**config.mk**
```make
export PLATFORM = sky130hd
export DESIGN_NAME = calc_cu_flat
export DESIGN_NICKNAME = d
export VERILOG_FILES = /design/src/rtl/calc_cu_pkg.sv /design/src/rtl/calc_cu_if.sv /design/src/rtl/calc_cu_decode.sv /design/src/rtl/calc_cu.sv /design/src/flat_wrapper.sv
export SDC_FILE = /design/constraint.sdc
export NUM_CORES = 1
export LEC_CHECK = 0
export BUFFER_PORTS_ARGS = -buffer_cell sky130_fd_sc_hd__buf_4
export CAP_MARGIN = 25
export CORE_AREA = 2 2 39 41
export DETAILED_ROUTE_END_ITERATION = 8
export DIE_AREA = 0 0 41 43
export GPL_TIMING_DRIVEN = 0
export SLEW_MARGIN = 15
export SYNTH_ARGS = -nofsm -noshare
export SYNTH_HDL_FRONTEND = slang
export SYNTH_SLANG_ARGS = --single-unit
```
**constraint.sdc**
```tcl
create_clock -name clk -period 1.5 [get_ports clk]
set_input_delay 0.15 -clock clk [delete_from_list [all_inputs] [get_ports clk]]
set_output_delay 0.15 -clock clk [all_outputs]
set_load 0.01 [all_outputs]
```
**src/rtl/calc_cu_pkg.sv**
```systemverilog
// Shared types and constants for the calculator control unit.
package calc_cu_pkg;

  localparam int unsigned ST_W   = 3;
  localparam int unsigned OP_W   = 2;
  localparam int unsigned ADDR_W = 2;
  localparam int unsigned SEL_W  = 2;

  // Fixed register-file slots used by every transaction
  localparam logic [ADDR_W-1:0] RA = 2'd1;
  localparam logic [ADDR_W-1:0] RB = 2'd2;
  localparam logic [ADDR_W-1:0] RD = 2'd3;

  typedef enum logic [ST_W-1:0] {
    IDLE = 3'd0,
    WR_A = 3'd1,
    WR_B = 3'd2,
    EXEC = 3'd3,
    OUT  = 3'd4,
    DONE = 3'd5
  } state_e;

  typedef enum logic [OP_W-1:0] {
    OP_ADD = 2'd0,
    OP_SUB = 2'd1,
    OP_AND = 2'd2,
    OP_XOR = 2'd3
  } op_e;

  typedef enum logic [SEL_W-1:0] {
    SEL_IN1 = 2'd0,
    SEL_IN2 = 2'd1,
    SEL_ALU = 2'd2
  } sel_e;

  // Control bundle driven towards the datapath
  typedef struct packed {
    logic              we;
    logic [ADDR_W-1:0] wa;
    logic              rea;
    logic              reb;
    logic [ADDR_W-1:0] raa;
    logic [ADDR_W-1:0] rab;
    logic [OP_W-1:0]   c;
    logic [SEL_W-1:0]  s1;
    logic              s2;
    logic              done;
  } ctrl_t;

endpackage

```
**src/rtl/calc_cu_if.sv**
```systemverilog
// Host handshake plus datapath control lines of the calculator control unit.
interface calc_cu_if;
  import calc_cu_pkg::*;

  logic              go;
  logic [OP_W-1:0]   op;
  logic              we;
  logic [ADDR_W-1:0] wa;
  logic              rea;
  logic              reb;
  logic [ADDR_W-1:0] raa;
  logic [ADDR_W-1:0] rab;
  logic [OP_W-1:0]   c;
  logic [SEL_W-1:0]  s1;
  logic              s2;
  logic              done;
  logic [ST_W-1:0]   cs;

  modport master (
    output go, op,
    input  we, wa, rea, reb, raa, rab, c, s1, s2, done, cs
  );

  modport slave (
    input  go, op,
    output we, wa, rea, reb, raa, rab, c, s1, s2, done, cs
  );

endinterface

```
**src/rtl/calc_cu_decode.sv**
```systemverilog
// Pure Moore decode: current state and latched op to datapath controls.
module calc_cu_decode
  import calc_cu_pkg::*;
(
  input  logic [ST_W-1:0] i_cs,
  input  logic [OP_W-1:0] i_op,
  output ctrl_t           o_ctrl
);

  // Everything defaults low; each state raises only what it needs
  always_comb begin
    o_ctrl = '0;
    case (i_cs)
      WR_A: begin
        o_ctrl.we = 1'b1;
        o_ctrl.wa = RA;
        o_ctrl.s1 = SEL_IN1;
      end
      WR_B: begin
        o_ctrl.we = 1'b1;
        o_ctrl.wa = RB;
        o_ctrl.s1 = SEL_IN2;
      end
      EXEC: begin
        // Combinational RF reads feed the ALU; result lands in RD at the edge
        o_ctrl.rea = 1'b1;
        o_ctrl.reb = 1'b1;
        o_ctrl.raa = RA;
        o_ctrl.rab = RB;
        o_ctrl.c   = i_op;
        o_ctrl.s1  = SEL_ALU;
        o_ctrl.we  = 1'b1;
        o_ctrl.wa  = RD;
      end
      OUT: begin
        o_ctrl.rea = 1'b1;
        o_ctrl.raa = RD;
        o_ctrl.s2  = 1'b1;
      end
      DONE: begin
        o_ctrl.done = 1'b1;
      end
      default: ;
    endcase
  end

endmodule

```
**src/rtl/calc_cu.sv**
```systemverilog
// Calculator control unit: sequences load A, load B, execute, output, handshake.
module calc_cu
  import calc_cu_pkg::*;
(
  input  logic      clk,
  input  logic      rst_n,
  calc_cu_if.slave  bus
);

  logic [ST_W-1:0] r_cs;
  logic [OP_W-1:0] r_op_q;
  logic [ST_W-1:0] w_nxt;
  ctrl_t           w_ctrl;

  // State and operation registers; op is captured only on the starting edge
  always_ff @(posedge clk or negedge rst_n) begin
    if (!rst_n) begin
      r_cs   <= ST_W'(IDLE);
      r_op_q <= OP_W'(OP_ADD);
    end else begin
      r_cs <= w_nxt;
      if (r_cs == ST_W'(IDLE) && bus.go)
        r_op_q <= bus.op;
    end
  end

  // Next state; unused codes fall back to IDLE
  always_comb begin
    w_nxt = ST_W'(IDLE);
    case (r_cs)
      IDLE:    w_nxt = bus.go ? ST_W'(WR_A) : ST_W'(IDLE);
      WR_A:    w_nxt = ST_W'(WR_B);
      WR_B:    w_nxt = ST_W'(EXEC);
      EXEC:    w_nxt = ST_W'(OUT);
      OUT:     w_nxt = ST_W'(DONE);
      DONE:    w_nxt = bus.go ? ST_W'(DONE) : ST_W'(IDLE);
      default: w_nxt = ST_W'(IDLE);
    endcase
  end

  calc_cu_decode u_decode (
    .i_cs   (r_cs),
    .i_op   (r_op_q),
    .o_ctrl (w_ctrl)
  );

  assign bus.we   = w_ctrl.we;
  assign bus.wa   = w_ctrl.wa;
  assign bus.rea  = w_ctrl.rea;
  assign bus.reb  = w_ctrl.reb;
  assign bus.raa  = w_ctrl.raa;
  assign bus.rab  = w_ctrl.rab;
  assign bus.c    = w_ctrl.c;
  assign bus.s1   = w_ctrl.s1;
  assign bus.s2   = w_ctrl.s2;
  assign bus.done = w_ctrl.done;
  assign bus.cs   = r_cs;

endmodule
```
**src/flat_wrapper.sv**
```systemverilog
// flat-port wrapper written by rule: the top's interface ports become plain ports
module calc_cu_flat import calc_cu_pkg::*;
  (clk, rst_n, bus_go, bus_op, bus_we, bus_wa, bus_rea, bus_reb, bus_raa, bus_rab, bus_c, bus_s1, bus_s2, bus_done, bus_cs);
  calc_cu_if bus_i ();
  input  logic clk;
  input  logic rst_n;
  input wire logic [$bits(bus_i.go)-1:0] bus_go;
  input wire logic [$bits(bus_i.op)-1:0] bus_op;
  output wire logic [$bits(bus_i.we)-1:0] bus_we;
  output wire logic [$bits(bus_i.wa)-1:0] bus_wa;
  output wire logic [$bits(bus_i.rea)-1:0] bus_rea;
  output wire logic [$bits(bus_i.reb)-1:0] bus_reb;
  output wire logic [$bits(bus_i.raa)-1:0] bus_raa;
  output wire logic [$bits(bus_i.rab)-1:0] bus_rab;
  output wire logic [$bits(bus_i.c)-1:0] bus_c;
  output wire logic [$bits(bus_i.s1)-1:0] bus_s1;
  output wire logic [$bits(bus_i.s2)-1:0] bus_s2;
  output wire logic [$bits(bus_i.done)-1:0] bus_done;
  output wire logic [$bits(bus_i.cs)-1:0] bus_cs;
  assign bus_i.go = bus_go;
  assign bus_i.op = bus_op;
  assign bus_we = bus_i.we;
  assign bus_wa = bus_i.wa;
  assign bus_rea = bus_i.rea;
  assign bus_reb = bus_i.reb;
  assign bus_raa = bus_i.raa;
  assign bus_rab = bus_i.rab;
  assign bus_c = bus_i.c;
  assign bus_s1 = bus_i.s1;
  assign bus_s2 = bus_i.s2;
  assign bus_done = bus_i.done;
  assign bus_cs = bus_i.cs;
  calc_cu u_core (.clk(clk), .rst_n(rst_n), .bus(bus_i));
endmodule
```
Yosys cells after proc, flatten, opt, wreduce, memory -nomap -nowiden
Index checks and enable logic that the tools add are counted.

Reduce and logical (&&, ||, !) cells: 3. Equal/unequal tests: 5. Mux-type cells: 11.

Operators by type and width (number): case mux 3 bit (6 select lines) (1); case mux 3 bit (3 select lines) (1); case mux 2 bit (2 select lines) (2); == test 3 x 2 -> 1 bit (second input constant) (2); == test 3 bit (second input constant) (2); 2-to-1 mux 1 bit (5); 2-to-1 mux 4 bit (1); == test 3 x 1 -> 1 bit (second input constant) (1); logical NOT 3 bit (1); 2-to-1 mux 3 bit (1); OR reduction 2 bit (1); logical AND 1 bit (1).

Bits of input ports: 5. Flip-flop bits (word level): 5. Output and inout bits: 18. Logic and storage cells: 21.

Depth between registers and ports, before layout
Gate-level depths: netlist of run 1.

Depth in word-level cells: 3. Mapped depth: 4. Depth with buffers taken out: 3.

Cells and area by module
From an unflattened synthesis of run 1, not the netlist that was laid out.

Cell total of the unflattened synthesis: 35. Area, all modules: 357.8 um^2.

Modules (own cells, without submodules): calc_cu (cells each 17, area an instance 224.0 um^2, instances 1); calc_cu_decode (cells each 18, area an instance 133.9 um^2, instances 1).

Worst setup path after synthesis of run 1
OpenSTA, ideal clock, no wires.

Kind: register -> output. From: register u_core.r_cs[1] (netlist: u_core.bus.cs[1]). To: output port bus_raa[0]. Data arrival time: 1.272 ns. Slack: 0.078 ns. Cell stages (with the launch flop): 5. Buffers on the path: 2. Cell sequence: dfrtp_1 buf_6 nand2b_1 o21ai_0 buf_4.

Cells in the longest elaborated chain, start to end: 2. Elaborated cells on any way between the ends: 3. Classes of those cells: eq/ne (2); mux (1).

RTL lines: start: declaration (line calc_cu.sv:10) `logic [ST_W-1:0] r_cs;`; start signal: assignment (line calc_cu.sv:18) `r_cs <= ST_W'(IDLE);`; start signal: assignment (line calc_cu.sv:21) `r_cs <= w_nxt;`; == test 3 bit / == test 3 x 2 -> 1 bit (equally long branches) (line calc_cu_decode.sv:13) `case (i_cs)`; case mux 2 bit (2 select lines) (*) (line calc_cu_decode.sv:13); end: declaration (line flat_wrapper.sv:13) `output wire logic [$bits(bus_i.raa)-1:0] bus_raa;`.

Every way passes the cells marked *; elsewhere a longest branch is shown, timed or not.

Final worst setup path of run 1
From: register u_core.r_cs[0] (netlist: u_core.bus.cs[0]). To: output port bus_c[1].

Cells in the longest elaborated chain, start to end: 2.

RTL lines: == test 3 x 2 -> 1 bit (line calc_cu_decode.sv:13); 2-to-1 mux 4 bit (line calc_cu_decode.sv:13); end: declaration (line flat_wrapper.sv:15) `output wire logic [$bits(bus_i.c)-1:0] bus_c;`.

No other way between the ends.

==> results of run 1 <==
-- cells in the final DEF (no fill, tap or decap) --
master	count
buf_4	31
nor2_1	7
dfrtp_1	4
clkbuf_4	3
buf_6	2
and2_4	2
mux2_2	2
xnor2_1	1
nand2b_4	1
and2b_1	1
inv_1	1
o21ba_2	1
nand2_1	1
o221a_2	1
nand3b_1	1
inv_2	1
and2_1	1
o21ai_2	1
nor2b_1	1
o21ai_0	1
nor4b_4	1
conb_1	1
clkbuf_1	1
dlygate4sd3_1	1
dfrtp_2	1
-- logic make-up after synthesis --
kind of cell	Yosys count	share of synthesized area [%]
xor+xnor	1	2.48
buf+inv	9	17.4
flops	5	35.5
other cells	1	1.06
compound gates	4	8.87
simple gates	16	28.4
mux	2	6.38
-- power groups by stage --
stage / clock (µW) / combinational (µW) / sequential (µW)
floorplan: 0 / 498 / 247
CTS: 159 / 935 / 236
global placement: 0 / 841 / 233
finish: 152 / 972 / 249
detailed placement: 0 / 845 / 235
global route: 171 / 1060 / 260
-- sequential cells by signal, summed over array words and instances, names as in the netlist --
| name | count |
|---|---|
| u_core.r_op_q | 2 |
| u_core.bus.cs | 3 |
-- final cells by class --
| class | count | area [µm²] |
|---|---|---|
| plain buffers | 6 | 52.6 |
| multi-input cells | 24 | 183 |
| clock buffers | 4 | 26.3 |
| fillers | 136 | 756 |
| inverters | 2 | 7.51 |
| flip-flops and latches | 5 | 126 |
| well taps | 16 | 20.0 |
| repair buffers | 28 | 213 |
-- metrics by stage --
stage / std cells / total power, µW
2_1_floorplan: 38 / 745
3_3_place_gp: 75 / 1070
3_5_place_dp: 75 / 1080
4_1_cts: 83 / 1330
5_1_grt: 85 / 1500
6_report: 85 / 1370
-- per-layer routing --
layer / GRT usage, % / part of all wire, % / wire length [µm]
met1: 12.4 / 41 / 331
met2: 15.6 / 50 / 409
met3: 3.14 / 8.6 / 70
met4: 10.0 / 0 / 0
met5: 0 / 0 / 0
-- worst max-delay path by stage --
stage,from,to,slack (ns),cells past startpoint
6_report,u_core.bus.cs[0],bus_c[1],0.07,5
5_1_grt,u_core.bus.cs[1],bus_c[0],0.002,5
4_1_cts,u_core.bus.cs[2],bus_c[1],0.01,5
3_5_place_dp,u_core.bus.cs[1],bus_raa[0],0.17,5
3_3_place_gp,u_core.bus.cs[1],bus_raa[0],0.16,5
2_1_floorplan,u_core.bus.cs[1],bus_raa[0],0.08,4
-- repair_timing --
item | CTS | global route
buffers inserted | 3 | 3
pin swaps | 0 | 1
gates resized for setup | 6 | 4
endpoints found under the setup margin | 4 | 5
hold endpoints to repair | 5 | 0
hold buffers | 1 | 0
==> impl_metrics.sql, run 1 <==
INSERT INTO impl_metrics (metric_group, metric, value, unit) VALUES
('status', 'result_of_the_run', 'finished, final reports clean', ''),
('clock_network', 'numClockSinks', '5', ''),
('floorplan', 'die_w', '41', 'µm'),
('critical_path', 'worst-endpoint-arrival', '1.28', 'ns'),
('placed_design', 'dpl.hpwl', '558', 'µm'),
('clock_network', 'clockBufferDepth', '2', ''),
('clock_network', 'clk_pin_slew_worst_paths', '0.04', 'ns'),
('placed_design', 'numPortBuffers', '21', ''),
('sta', 'timing.final.ws_setup', '0.0720', 'ns'),
('sta', 'final-hold-violation-count', '0', ''),
('logic_synthesis', 'avgSynthCellArea', '9.29', 'µm²'),
('logic_synthesis', 'yosys-top-cells-area', 'dfrtp_1 35%, buf_4 11%, nor2_1 7.4%', ''),
('grt', 'grt_remaining_overflow', '0', ''),
('logic_synthesis', 'asyncSetResetFlopFracSynth', '100', '%'),
('clock_network', 'ctsRootBufferMaster', 'clkbuf_4', ''),
('pwr', 'cell_internal_pwr', '872', 'µW'),
('placed_design', 'dp_worst_setup_slack', '0.174', 'ns'),
('critical_path', 'crit_path_cell_trace', 'buf_6, nand3b_1, inv_2, and2_4, buf_4', ''),
('critical_path', 'cp_slowest_cell', 'dfrtp_1', ''),
('route', 'drt_first_pass_iters', '4', ''),
('critical_path', 'critical-path-top-delay-family', 'flip-flops', ''),
('logic_synthesis', 'number_of_synthesized_flops_with_an_enable_pin', '0', ''),
('clock_network', 'cts_buffers', '3', ''),
('critical_path', 'startpoint_type', 'register', ''),
('grt', 'grt_max_degree', '11', ''),
('floorplan', 'row_count', '14', ''),
('pwr', 'clk_pwr_share', '11.1', '%'),
('grt', 'grt_first_pass_wirelength', '1.24', 'mm'),
('critical_path', 'critical_path_peak_fanout', '10', ''),
('sta', 'sum_of_negative_setup_slack', '0', 'ns'),
('logic_synthesis', 'synth_warnings', '0', ''),
('critical_path', 'rr_startpoint', 'u_core.bus.cs[2]', ''),
('critical_path', 'worst_ep_required_time', '1.35', 'ns'),
('run', 'timing.max_cap.violations', '0', ''),
('sta', 'fin_hold_ws', '0.149', 'ns'),
('sta', 'timing.final.crit_period', '1.43', 'ns'),
('route', 'num_vias', '344', ''),
('logic_synthesis', 'top_cell_type_s_share_of_synthesized_area', '35.5', '%'),
('pwr', 'max_rail_drop_vdd', '0.720', 'mV'),
('logic_synthesis', 'synthDistinctLibCells', '19', ''),
('sta', 'max_freq', '700', 'MHz'),
('min_path', 'min-delay-start', 'bus_op[1]', ''),
('grt', 'grt_antenna_before_repair', '0', ''),
('pwr', 'power_density_cells', '2190', 'mW/mm²'),
('floorplan', 'fp.dieH', '43', 'µm'),
('finish', 'design_area', '628', 'µm²'),
('finish', 'antennaDiodeCount', '0', ''),
('finish', 'final_layout_size_suffix_gt1_share', '68.1', '%'),
('route', 'drc', '0', ''),
('floorplan', 'dieArea', '0.00176', 'mm²'),
('logic_synthesis', 'most_frequently_used_flop_master_after_synthesis', 'dfrtp_1', ''),
('route', 'vias_per_cell', '4.05', ''),
('min_path', 'min_path_type', 'input pin to register', ''),
('floorplan', 'initial_core_util', '25.5', '%'),
('route', 'drt-initial-drc-count', '1', ''),
('sta', 'post-route-period-util', '95.2', '%'),
('critical_path', 'ff2ff_setup_slack', '0.15', 'ns'),
('placed_design', 'dpl-instance-area', '531', 'µm²'),
('pwr', 'p_leak', '0.000336', 'µW'),
('sta', 'slew_violations', '0', ''),
('critical_path', 'end_kind', 'output pin', ''),
('logic_synthesis', 'synth.most_common_cell', 'nor2_1', ''),
('finish', 'final_core_util', '45.4', '%'),
('grt', 'vias_in_the_first_global_route', '311', ''),
('logic_synthesis', 'synthTopCellsByCount', '7 x nor2_1, 5 x buf_4, 5 x dfrtp_1', ''),
('clock_network', 'clk_latency', '0.24', 'ns'),
('finish', 'nNetsFinal', '75', ''),
('logic_synthesis', 'synth_seq_cells', '5', ''),
('pwr', 'power.share.switching', '36.5', '%'),
('pwr', 'power_frac_seq', '18.1', '%'),
('sta', 'clock-skew-final', '0.00104', 'ns');
No activity file was read; power rests on OpenSTA's default activity.
==> run 2, diff against run 1 <==
RECOVER_POWER = 50   (was default)
SKIP_CTS_REPAIR_TIMING = 1   (was default)
==> run 2 against run 1 <==
Combinational power decreased by 3.8%; critical path depth stayed put; sequential power decreased by 5%; via count fell by 0.87%; setup slack got worse by 0.066 ns; highest routed layer unchanged; global-route usage is 0.90 points lower.
==> impl_metrics.sql, run 2 (synthesis results as in run 1) <==
INSERT INTO impl_metrics (metric_group, metric, value, unit) VALUES
('grt', 'vias_in_the_first_global_route', '286', ''),
('critical_path', 'critical-path-top-delay-family', 'flip-flops', ''),
('clock_network', 'cts_tree', 'built', ''),
('sta', 'post-route-period-util', '99.6', '%'),
('run', 'timing.max_cap.violations', '0', ''),
('placed_design', 'gpl.final_weighted_congestion', '0.707', ''),
('grt', 'grt_antenna_before_repair', '0', ''),
('clock_network', 'clk_pin_slew_worst_paths', '0.04', 'ns'),
('placed_design', 'dp.cells', '75', ''),
('min_path', 'min-delay-start', 'bus_op[0]', ''),
('sta', 'max_freq', '669', 'MHz'),
('sta', 'slew_violations', '0', ''),
('critical_path', 'critical_path_peak_fanout', '6', ''),
('critical_path', 'critPathMaxStageDelay', '0.38', 'ns'),
('finish', 'layout.cells.most_common_list', '25 x buf_4, 7 x nor2_1, 5 x dfrtp_1, 4 x buf_6', ''),
('sta', 'clock-skew-final', '0.000937', 'ns'),
('finish', 'largest_register_ff_count', '3', ''),
('finish', 'final_layout_size_suffix_gt1_share', '62.7', '%'),
('finish', 'most_frequent_standard_cell_in_the_layout_excluding_fill_and_tap_cells', 'buf_4', ''),
('critical_path', 'rr_startpoint', 'u_core.bus.cs[2]', ''),
('finish', 'synthToLayoutAreaGrowth', '73.4', '%'),
('status', 'result_of_the_run', 'finished, final reports clean', ''),
('clock_network', 'clk_latency', '0.24', 'ns'),
('sta', 'grt_setup_unrepaired', 'yes', ''),
('critical_path', 'worst_path_most_repeated_cell', 'buf_6', ''),
('critical_path', 'worst_ep_required_time', '1.35', 'ns'),
('sta', 'timing.final.crit_period', '1.49', 'ns'),
('finish', 'nNetsFinal', '73', ''),
('floorplan', 'die_w', '41', 'µm'),
('pwr', 'power_density_cells', '2160', 'mW/mm²'),
('route', 'total_detailed_routing_wirelength', '773', 'µm'),
('route', 'vias_per_cell', '4.11', ''),
('finish', 'regArea', '125', 'µm²'),
('pwr', 'max_rail_drop_vdd', '0.723', 'mV'),
('route', 'drc', '0', ''),
('sta', 'sum_of_negative_setup_slack', '0', 'ns'),
('grt', 'grtUsageTotal', '10.1', '%'),
('route', 'num_vias', '341', ''),
('clock_network', 'cts_htree_levels', '1', ''),
('critical_path', 'startpoint_type', 'register', ''),
('floorplan', 'dieArea', '0.00176', 'mm²'),
('critical_path', 'worst-endpoint-arrival', '1.34', 'ns'),
('placed_design', 'dpl.hpwl', '558', 'µm'),
('placed_design', 'dpl-instance-area', '531', 'µm²'),
('critical_path', 'ff2ff_setup_slack', '0.09', 'ns'),
('floorplan', 'design.portCount', '23', ''),
('min_path', 'min_path_type', 'input pin to register', ''),
('finish', 'layoutNonFillerInstCount', '83', ''),
('critical_path', 'crit_path_cell_trace', 'buf_6, nand3b_1, inv_2, and2_4, buf_6', ''),
('clock_network', 'numClockSinks', '5', ''),
('critical_path', 'timing.critical_path.buf_inv', '3', ''),
('grt', 'grt_max_degree', '11', ''),
('floorplan', 'core_region_area', '0.00138', 'mm²'),
('floorplan', 'initial_core_util', '25.5', '%'),
('floorplan', 'row_count', '14', ''),
('placed_design', 'numPortBuffers', '21', ''),
('grt', 'grt_remaining_overflow', '0', ''),
('critical_path', 'critical_path.startpoint', 'u_core.bus.cs[2]', ''),
('route', 'antenna_violating_nets_post_route', '0', ''),
('grt', 'grt_first_pass_wirelength', '1.12', 'mm'),
('finish', 'area_of_combinational_cells_with_multiple_inputs', '183', 'µm²'),
('finish', 'n_fill_cell', '140', ''),
('critical_path', 'worstSetupPathType', 'register to output pin', ''),
('finish', 'design_area', '612', 'µm²'),
('clock_network', 'cts_buffers', '3', ''),
('sta', 'setup_viol', '0', ''),
('route', 'drt_first_pass_iters', '1', ''),
('critical_path', 'end_kind', 'output pin', ''),
('route', 'final_routed_wire_length_divided_by_cell_count', '9.31', 'µm'),
('floorplan', 'fp.dieH', '43', 'µm'),
('clock_network', 'ctsRootBufferMaster', 'clkbuf_4', ''),
('sta', 'final-hold-violation-count', '0', ''),
('pwr', 'p_leak', '0.000322', 'µW'),
('finish', 'antennaDiodeCount', '0', ''),
('critical_path', 'cp_slowest_cell', 'dfrtp_1', ''),
('clock_network', 'clockBufferDepth', '2', ''),
('route', 'drt-initial-drc-count', '0', '');
==> run 2: worst reg2reg max path: cells and delay by family, from the launching register on <==
kind          cells  cell delay (ns)
buf+inv           2             0.27
flops             1             0.38
simple gates      1             0.28
mux               1             0.36
==> run 2: routing by layer <==
metal  track usage (%)  part of all wire (%)  up-vias
met1              11.4                    37      153
met5                 0                     0        -
met2              13.8                    53       14
met3              3.14                   9.8        0
li1                  -                     -      174
met4              10.0                     0        0
==> run 2: path summary, 6_finish.rpt <==
path | cells after the start | to
max | 5 | bus_c[1]
min | 2 | u_core.r_op_q[0]
max reg2reg | 4 | u_core.r_op_q[1]
min reg2reg | 1 | u_core.r_op_q[0]
max in group asynchronous | 2 | u_core.bus.cs[1]
min in group asynchronous | 2 | u_core.r_op_q[1]
==> run 2: power by group <==
group / internal (µW) / switching (µW) / leakage (µW)
sequential: 202 / 34.9 / 0.0000611
combinational: 531 / 404 / 0.000246
clock: 100 / 51.0 / 0.0000150
total: 833 / 490 / 0.000322
==> run 2: final cells by class <==
class	instances	share of cell area (%)
buffer	7	9.82
multi-input combinational	24	29.9
tap	16	3.27
timing repair buffer	25	31.1
sequential	5	20.4
inverter	2	1.23
clock buffer	4	4.29
==> run 2: stage by stage <==
| step | hold WS (ns) | util, % | worst slack (ns) | power [µW] |
|---|---|---|---|---|
| 2_1_floorplan | -0.146 | - | 0.0777 | 745 |
| 3_3_place_gp | -0.0447 | 38.3 | 0.164 | 1070 |
| 3_5_place_dp | -0.0439 | 38.3 | 0.174 | 1080 |
| 4_1_cts | -0.301 | 40.2 | -0.0906 | 1240 |
| 5_1_grt | 0.137 | 44.2 | -0.0604 | 1440 |
| 6_report | 0.149 | 44.2 | 0.00608 | 1320 |
==> run 3, diff against run 2 <==
CELL_PAD_IN_SITES_DETAIL_PLACEMENT = 0   (was default)
CELL_PAD_IN_SITES_GLOBAL_PLACEMENT = 2   (was default)
CORE_AREA = 2 2 46 48   (was 2 2 39 41)
DIE_AREA = 0 0 48 50   (was 0 0 41 43)
PLACE_DENSITY_LB_ADDON = 0.1   (was default)
==> run 3 against run 2 <==
Sequential power is essentially flat; combinational power grew 3.5%; flip-flop and latch count is the same; clock skew grew 0.0027 ns; routed wire length grew 7.4%; sequential share of layout area shrank 0.80 points; clock power is essentially flat; hold slack lost 0.0046 ns; power grew 2.2%; critical path depth is the same; die area grew 36%; critical path type unchanged; largest power group unchanged.
==> impl_metrics.sql, run 3 (synthesis results as in run 1) <==
INSERT INTO impl_metrics (metric_group, metric, value, unit) VALUES
('critical_path', 'startpoint_type', 'register', ''),
('floorplan', 'fp.dieH', '50', 'µm'),
('critical_path', 'critical_path_peak_fanout', '7', ''),
('sta', 'max_freq', '677', 'MHz'),
('run', 'timing.max_cap.violations', '0', ''),
('sta', 'final-hold-violation-count', '0', ''),
('placed_design', 'numPortBuffers', '21', ''),
('pwr', 'p_switching', '498', 'µW'),
('finish', 'nNetsFinal', '74', ''),
('finish', 'final_core_util', '33.5', '%'),
('sta', 'timing.final.ws_setup', '0.0225', 'ns'),
('sta', 'grt_setup_unrepaired', 'yes', ''),
('route', 'drt-initial-drc-count', '4', ''),
('clock_network', 'numClockSinks', '5', ''),
('route', 'drc', '0', ''),
('clock_network', 'clk_pin_slew_worst_paths', '0.04', 'ns'),
('pwr', 'power.share.switching', '36.8', '%'),
('min_path', 'min_path_type', 'input pin to register', ''),
('critical_path', 'worstSetupPathType', 'register to output pin', ''),
('clock_network', 'ctsRootBufferMaster', 'clkbuf_4', ''),
('route', 'drt_first_pass_iters', '3', ''),
('finish', 'layout.cells.most_common_list', '27 x buf_4, 7 x nor2_1, 5 x dfrtp_1, 4 x buf_6, 3 x clkbuf_4', ''),
('placed_design', 'dpl-instance-area', '544', 'µm²'),
('critical_path', 'worst_ep_required_time', '1.35', 'ns'),
('route', 'antenna_violating_nets_post_route', '0', ''),
('critical_path', 'worst-endpoint-arrival', '1.33', 'ns'),
('floorplan', 'initial_core_util', '18.6', '%'),
('grt', 'vias_in_the_first_global_route', '287', ''),
('pwr', 'clk_pwr_share', '11.0', '%'),
('finish', 'antennaDiodeCount', '0', ''),
('route', 'total_detailed_routing_wirelength', '830', 'µm'),
('pwr', 'max_rail_drop_vdd', '0.680', 'mV'),
('finish', 'final_layout_size_suffix_gt1_share', '64.7', '%'),
('grt', 'grt_remaining_overflow', '0', ''),
('route', 'vias_per_cell', '3.62', ''),
('finish', 'most_frequent_standard_cell_in_the_layout_excluding_fill_and_tap_cells', 'buf_4', ''),
('critical_path', 'worst_reg_to_reg_cells', '4', ''),
('pwr', 'power.share.combinational', '71.6', '%'),
('grt', 'grtUsageTotal', '7.27', '%'),
('clock_network', 'cts_htree_levels', '1', ''),
('clock_network', 'clk_latency', '0.24', 'ns'),
('floorplan', 'die_w', '48', 'µm'),
('clock_network', 'clockBufferDepth', '2', ''),
('sta', 'setup_viol', '0', ''),
('sta', 'timing.final.crit_period', '1.48', 'ns'),
('placed_design', 'gpl.final_weighted_congestion', '0.630', ''),
('floorplan', 'core_region_area', '0.00190', 'mm²'),
('sta', 'sum_of_negative_setup_slack', '0', 'ns'),
('sta', 'post-route-period-util', '98.5', '%'),
('pwr', 'power_density_cells', '2120', 'mW/mm²'),
('finish', 'n_fill_cell', '212', ''),
('finish', 'largest_register_ff_count', '3', ''),
('floorplan', 'row_count', '16', ''),
('min_path', 'worst_hold_path.num_cells', '2', ''),
('pwr', 'power_frac_seq', '17.4', '%'),
('pwr', 'p_leak', '0.000331', 'µW'),
('floorplan', 'design.portCount', '23', ''),
('sta', 'clock-skew-final', '0.00366', 'ns'),
('route', 'num_vias', '344', ''),
('clock_network', 'cts_tree', 'built', ''),
('finish', 'design_area', '637', 'µm²'),
('sta', 'slew_violations', '0', ''),
('grt', 'grt_first_pass_wirelength', '1.25', 'mm'),
('placed_design', 'dp_worst_setup_slack', '0.105', 'ns'),
('clock_network', 'cts_buffers', '3', ''),
('floorplan', 'dieArea', '0.00240', 'mm²'),
('finish', 'synthToLayoutAreaGrowth', '80.5', '%'),
('route', 'final_routed_wire_length_divided_by_cell_count', '8.74', 'µm'),
('status', 'result_of_the_run', 'finished, final reports clean', ''),
('pwr', 'cell_internal_pwr', '855', 'µW'),
('grt', 'grt_max_degree', '11', ''),
('critical_path', 'end_kind', 'output pin', ''),
('grt', 'grt_antenna_before_repair', '0', '');
## run 3: cell types whose count changed in the layout (fill, tap and decap cells not counted), sizes merged
| cell | before | now |
|---|---|---|
| buf | 29 | 31 |
| clkbuf | 6 | 5 |
## run 3: power by group through the flow
stage / Combinational [µW] / Clock [µW] / Sequential [µW]
5_1_grt: 1060 / 172 / 243
2_1_floorplan: 498 / 0 / 247
4_1_cts: 868 / 158 / 232
3_3_place_gp: 865 / 0 / 235
6_report: 968 / 149 / 235
3_5_place_dp: 866 / 0 / 234
## run 3: cell type report
class / count / area (µm²) / share of cell area, %
timing repair buffer: 26 / 201 / 31.6
multi-input combinational: 24 / 183 / 28.7
sequential: 5 / 125 / 19.6
buffer: 7 / 60.1 / 9.43
tap: 27 / 33.8 / 5.30
clock buffer: 4 / 26.3 / 4.13
inverter: 2 / 7.51 / 1.18
## run 3: worst max-delay path, cell delays in order, from the launching register on
cell and delay (ns):
dfrtp_1 0.38, buf_6 0.13, nand3b_1 0.22, inv_2 0.13
and2_4 0.14, buf_6 0.09
## run 3: metal layers
metal | track usage [%] | vias up | share of wire [%]
li1 | - | 177 | -
met4 | 4.05 | 0 | 0
met2 | 9.11 | 18 | 43
met5 | 0 | - | 0
met3 | 2.20 | 0 | 10
met1 | 10.7 | 149 | 47
## run 3: worst paths after layout
path	slack (ns)	endpoint	from
setup / recovery	0.02	bus_c[0]	u_core.bus.cs[2]
hold reg to reg	0.51	u_core.r_op_q[0]	u_core.r_op_q[0]
hold / removal	0.14	u_core.r_op_q[1]	bus_op[1]
setup reg to reg	0.10	u_core.r_op_q[0]	u_core.bus.cs[2]
max in group asynchronous	0.98	u_core.bus.cs[1]	rst_n
min in group asynchronous	0.30	u_core.r_op_q[1]	rst_n
## run 3: per-stage QoR
stage	hold slack, ns	power (µW)	cells
2_1_floorplan	-0.146	745	38
4_1_cts	-0.302	1260	90
3_3_place_gp	-0.0432	1100	86
3_5_place_dp	-0.0439	1100	86
5_1_grt	0.134	1470	95
6_report	0.145	1350	95
